==> config.mk <==
export PLATFORM = sky130hd
export DESIGN_NAME = bcd_display_feeder_flat
export DESIGN_NICKNAME = d
export VERILOG_FILES = /design/src/rtl/bcd_display_feeder_if.sv /design/src/rtl/bcd_display_feeder.sv /design/src/flat_wrapper.sv
export SDC_FILE = /design/constraint.sdc
export NUM_CORES = 1
export LEC_CHECK = 0
export ABC_AREA = 1
export CORE_UTILIZATION = 59
export DETAILED_ROUTE_END_ITERATION = 10
export MAX_ROUTING_LAYER = met4
export PLACE_DENSITY = 0.95
export SLEW_MARGIN = 20
export SYNTH_ARGS = -nofsm -noshare
export SYNTH_HDL_FRONTEND = slang
export SYNTH_SLANG_ARGS = --single-unit
==> constraint.sdc <==
create_clock -name clk -period 3.2 [get_ports clk]
set_input_delay 0.32 -clock clk [delete_from_list [all_inputs] [get_ports clk]]
set_output_delay 0.32 -clock clk [all_outputs]
set_load 0.05 [all_outputs]
==> src/rtl/bcd_display_feeder_if.sv <==
// Handshake and digit bus between a binary source, the BCD feeder and the scan multiplexer.
interface bcd_display_feeder_if #(
  parameter int unsigned BIN_W  = 14,
  parameter int unsigned DIGITS = 4
) ();

  logic                  start;
  logic [BIN_W-1:0]      bin_in;
  logic                  busy;
  logic                  done;
  logic [4*DIGITS-1:0]   bcd_out;
  logic                  overflow;

  // Requester side: issues conversions, observes the result.
  modport master (
    output start,
    output bin_in,
    input  busy,
    input  done,
    input  bcd_out,
    input  overflow
  );

  // Converter side.
  modport slave (
    input  start,
    input  bin_in,
    output busy,
    output done,
    output bcd_out,
    output overflow
  );

endinterface

==> src/rtl/bcd_display_feeder.sv <==
// Iterative double-dabble binary-to-BCD converter that holds its last result
// stable for a seven-segment scan multiplexer, saturating to all nines.
module bcd_display_feeder #(
  parameter int unsigned BIN_W  = 14,
  parameter int unsigned DIGITS = 4
) (
  input  logic                 clk,
  input  logic                 rst_n,
  bcd_display_feeder_if.slave  bus
);

  localparam int unsigned SCR_W = 4 * DIGITS;
  localparam int unsigned CAT_W = SCR_W + BIN_W;
  localparam int unsigned CNT_W = $clog2(BIN_W + 1);

  function automatic int unsigned pow10(input int unsigned n);
    int unsigned p;
    p = 1;
    for (int unsigned i = 0; i < n; i++) p = p * 10;
    return p;
  endfunction

  localparam int unsigned    MAX_VAL = pow10(DIGITS) - 1;
  localparam logic [BIN_W-1:0] MAX_BIN = BIN_W'(MAX_VAL);

  typedef enum logic {
    IDLE  = 1'b0,
    SHIFT = 1'b1
  } state_e;

  state_e             state_q, state_d;
  logic [BIN_W-1:0]   bin_q, bin_d;
  logic [SCR_W-1:0]   scr_q, scr_d;
  logic [CNT_W-1:0]   cnt_q, cnt_d;
  logic               pend_q, pend_d;
  logic [SCR_W-1:0]   bcd_q, bcd_d;
  logic               ovf_q, ovf_d;
  logic               busy_q, busy_d;
  logic               done_q, done_d;

  logic [SCR_W-1:0]   adj_c;
  logic [CAT_W-1:0]   cat_c;
  logic               last_c;

  // Add 3 to every digit >= 5, each digit confined to its own nibble.
  function automatic logic [SCR_W-1:0] add3(input logic [SCR_W-1:0] s);
    logic [SCR_W-1:0] r;
    r = s;
    for (int unsigned i = 0; i < DIGITS; i++) begin
      if (s[4*i +: 4] >= 4'd5) r[4*i +: 4] = s[4*i +: 4] + 4'd3;
    end
    return r;
  endfunction

  // Adjusted scratch shifted together with the remaining binary bits.
  always_comb begin
    adj_c  = add3(scr_q);
    cat_c  = {adj_c, bin_q} << 1;
    last_c = (cnt_q == CNT_W'(1));
  end

  // FSM state register.
  always_ff @(posedge clk or negedge rst_n) begin
    if (!rst_n) state_q <= IDLE;
    else        state_q <= state_d;
  end

  // FSM next-state logic.
  always_comb begin
    state_d = state_q;
    unique case (state_q)
      IDLE:    if (bus.start) state_d = SHIFT;
      SHIFT:   if (last_c)    state_d = IDLE;
      default: state_d = IDLE;
    endcase
  end

  // Datapath and output next values; start is only honoured in IDLE.
  always_comb begin
    bin_d  = bin_q;
    scr_d  = scr_q;
    cnt_d  = cnt_q;
    pend_d = pend_q;
    bcd_d  = bcd_q;
    ovf_d  = ovf_q;
    busy_d = busy_q;
    done_d = 1'b0;
    unique case (state_q)
      IDLE: begin
        if (bus.start) begin
          if (bus.bin_in > MAX_BIN) begin
            bin_d  = MAX_BIN;
            pend_d = 1'b1;
          end else begin
            bin_d  = bus.bin_in;
            pend_d = 1'b0;
          end
          scr_d  = '0;
          cnt_d  = CNT_W'(BIN_W);
          busy_d = 1'b1;
        end
      end
      SHIFT: begin
        scr_d = cat_c[CAT_W-1:BIN_W];
        bin_d = cat_c[BIN_W-1:0];
        cnt_d = cnt_q - CNT_W'(1);
        if (last_c) begin
          bcd_d  = cat_c[CAT_W-1:BIN_W];
          ovf_d  = pend_q;
          done_d = 1'b1;
          busy_d = 1'b0;
        end
      end
      default: ;
    endcase
  end

  // Datapath and output registers.
  always_ff @(posedge clk or negedge rst_n) begin
    if (!rst_n) begin
      bin_q  <= '0;
      scr_q  <= '0;
      cnt_q  <= '0;
      pend_q <= 1'b0;
      bcd_q  <= '0;
      ovf_q  <= 1'b0;
      busy_q <= 1'b0;
      done_q <= 1'b0;
    end else begin
      bin_q  <= bin_d;
      scr_q  <= scr_d;
      cnt_q  <= cnt_d;
      pend_q <= pend_d;
      bcd_q  <= bcd_d;
      ovf_q  <= ovf_d;
      busy_q <= busy_d;
      done_q <= done_d;
    end
  end

  assign bus.busy     = busy_q;
  assign bus.done     = done_q;
  assign bus.bcd_out  = bcd_q;
  assign bus.overflow = ovf_q;

endmodule

==> src/flat_wrapper.sv <==
// flat-port wrapper written by rule: the top's interface ports become plain ports
module bcd_display_feeder_flat 
#(
  parameter int unsigned BIN_W  = 14,
  parameter int unsigned DIGITS = 4
)
  (clk, rst_n, bus_start, bus_bin_in, bus_busy, bus_done, bus_bcd_out, bus_overflow);
  bcd_display_feeder_if #(.BIN_W(BIN_W), .DIGITS(DIGITS)) bus_i ();
  input  logic clk;
  input  logic rst_n;
  input wire logic [$bits(bus_i.start)-1:0] bus_start;
  input wire logic [$bits(bus_i.bin_in)-1:0] bus_bin_in;
  output wire logic [$bits(bus_i.busy)-1:0] bus_busy;
  output wire logic [$bits(bus_i.done)-1:0] bus_done;
  output wire logic [$bits(bus_i.bcd_out)-1:0] bus_bcd_out;
  output wire logic [$bits(bus_i.overflow)-1:0] bus_overflow;
  assign bus_i.start = bus_start;
  assign bus_i.bin_in = bus_bin_in;
  assign bus_busy = bus_i.busy;
  assign bus_done = bus_i.done;
  assign bus_bcd_out = bus_i.bcd_out;
  assign bus_overflow = bus_i.overflow;
  bcd_display_feeder #(.BIN_W(BIN_W), .DIGITS(DIGITS)) u_core (.clk(clk), .rst_n(rst_n), .bus(bus_i));
endmodule
==> metrics.cfg <==
[final_layout]
drive_above_1_share=0.0468
mostFrequentLayoutCells=127 x nand2_1, 55 x dfrtp_1, 34 x clkdlybuf4s50_1, 33 x nand3_1, 29 x inv_1
fillers=343
fin_util=0.719
regArea_um2=1380
final_nets=389
layout_commonest_cell=nand2_1
antenna_cells=0
areaGrowthSynthToFinish_pct=17.1
multi_input_area_um2=1100

[die]
num_rows=24
die_h_um=69.1
core_um2=4320
io_pins=36
die-area_um2=4770
dieWidth_um=69.1
start_util=0.614

[yosys]
synth_warnings=0
synth_seq_cells=55
synthCells=328
synth.distinct_cells=21
synth.avg_cell_area_um2=8.09
synth.cell_area_um2=2650
yosysSeqAreaShare=0.519
syn_nets=355

[grt]
grt_pass1_vias=2218
grt_overflow=0
grt_use_total=0.251
antenna_found_initial=0
grt_pass1_wl_mm=9.30
grt_max_degree=36

[setup_path]
arrival_ns=2.50
cp-startpoint=u_core.state_q$_DFF_PN0_
crit_fanout=32
slowest_delay_ns=1.07
crit_path_top_delay_cell=dfrtp_1
path_common_cell=inv_2
crit_type=reg2reg
end_kind=register
crit_path_cell_trace=inv_2 > nor2_4 > inv_2 > o21ai_1 > inv_2
cp_data_required_time_ns=3.41
worstSetupStartpointType=register
reg2reg_from=u_core.state_q$_DFF_PN0_

[sta]
drv_slew=0
setup_viol=0
max_freq_ghz=0.437
relSlewSlack=0.273
fin_worst_skew_ns=0.0108
hold_violations=0
fin_crit_ns=2.29
rsz0062_at_grt=no
worstMarginPinSlew_ns=1.09
min_period_over_period=0.714
tns_ns=0

[clock_network]
cts.sinks=55
htree_levels=2
cts_tree=yes
cts_setup_buffers=0
cts.root.buffer_cell=clkbuf_8
cts_resized=0
path_clk_slew_ns=0.10
clkLatencyLatePin_ns=0.32
cts-hold-fix-buffers=0
cts_buffers=5
clock_path_buffers=2

[power]
cellPowerDensity_nw_per_um2=1080
leakagePower_uw=0.00160
vdd_drop_max_uv=407

[routing]
dr.pass1.iters=7
drc=1
wl_per_cell_um=12.9
wl_mm=5.34
viasPerCell=5.43
vias=2254
ant_nets=0
drt-initial-drc-count=195

[status]
status=finished, violations left
violations=design-rule violations

[place]
dp_hpwl_mm=3.83
gp_congestion=0.855
portBuffers=35

[hold_path]
hp-class=in2async

[run]
max_cap_viol_count=0

[routing by layer]
layer | share of wire | GRT usage | vias up | routed length [um]
li1 | - | - | 1118 | -
met1 | 0.43 | 0.272 | 1068 | 2270
met2 | 0.52 | 0.448 | 57 | 2770
met3 | 0.036 | 0.0468 | 11 | 193
met4 | 0.018 | 0.104 | 0 | 96
met5 | 0 | - | - | 0
[where the power goes]
| group | internal, uW | total, uW | switching, uW |
|---|---|---|---|
| clock | 154 | 375 | 221 |
| combinational | 591 | 1710 | 1120 |
| sequential | 1010 | 1270 | 264 |
[synthesized netlist by cell type]
cell	count	area, um2
a21oi_1	3	15.0
a22oi_1	11	82.6
buf_2	6	30.0
buf_4	1	7.51
clkbuf_1	2	7.51
dfrtp_1	55	1380
ha_1	10	125
inv_1	29	109
inv_2	5	18.8
nand2_1	127	477
nand2_2	1	6.26
nand3_1	33	165
nand3b_1	1	7.51
nand4_1	4	25.0
nor2_1	12	45.0
nor2_2	1	6.26
nor2_4	2	22.5
nor3_1	1	5.00
o21ai_0	11	55.1
o21ai_1	11	55.1
o22ai_1	2	12.5
[final timing paths]
check / endpoint / slack (ns) / depth (start not counted)
worst max-delay path: u_core.bus.busy$_DFFE_PN0P_ / 0.91 / 5
worst min-delay path: u_core.bus.bcd_out[11]$_DFFE_PN0P_ / 0.06 / 1
worst max register to register: u_core.bus.busy$_DFFE_PN0P_ / 0.91 / 5
worst min register to register: u_core.bus.bcd_out[3]$_DFFE_PN0P_ / 0.48 / 2
max in group asynchronous: u_core.scr_q[11]$_DFFE_PN0P_ / 2.38 / 2
min in group clk: u_core.bus.bcd_out[3]$_DFFE_PN0P_ / 0.48 / 2
[registers in the layout (all words and copies together) (netlist names), 4 cells and up]
name	count
u_core.bus.bcd_out	16
u_core.scr_q	16
u_core.cnt_q	4
u_core.bin_q	14
[cells by family after synthesis]
family	after synthesis	share of synthesized area
flops	55	0.519
buf+inv	43	0.0651
fa+ha+maj	10	0.0471
simple gates	182	0.286
compound gates	38	0.0830
[worst max-delay path, delay by kind of cell (launching register included)]
kind / cells / cell delay, ns
AND/OR/NAND/NOR: 1 / 0.43
AO/OA/AOI/OAI: 1 / 0.18
buffers and inverters: 3 / 0.48
flip-flops: 1 / 1.07
[final cells by class]
class,instances,share of cell area
clock buffers,7,0.0246
multi-input cells,230,0.355
inverters,34,0.0411
repair buffers,36,0.114
flip-flops and latches,55,0.443
well taps,52,0.0209
clock inverters,1,0.00161
[per-stage QoR]
step / setup slack, ns / total power, uW / hold WS [ns] / area [um2] / instances
2_1_floorplan: 1.95 / 2490 / 0.0244 / 2650 / 328
3_3_place_gp: 1.07 / 2880 / 0.425 / 3030 / 407
3_5_place_dp: 0.966 / 2990 / 0.431 / 3030 / 407
4_1_cts: 0.950 / 3370 / 0.0862 / 3110 / 415
5_1_grt: 0.758 / 3630 / 0.131 / 3110 / 415
6_report: 0.914 / 3360 / 0.0623 / 3110 / 415
No activity file was read; power rests on OpenSTA's default activity.
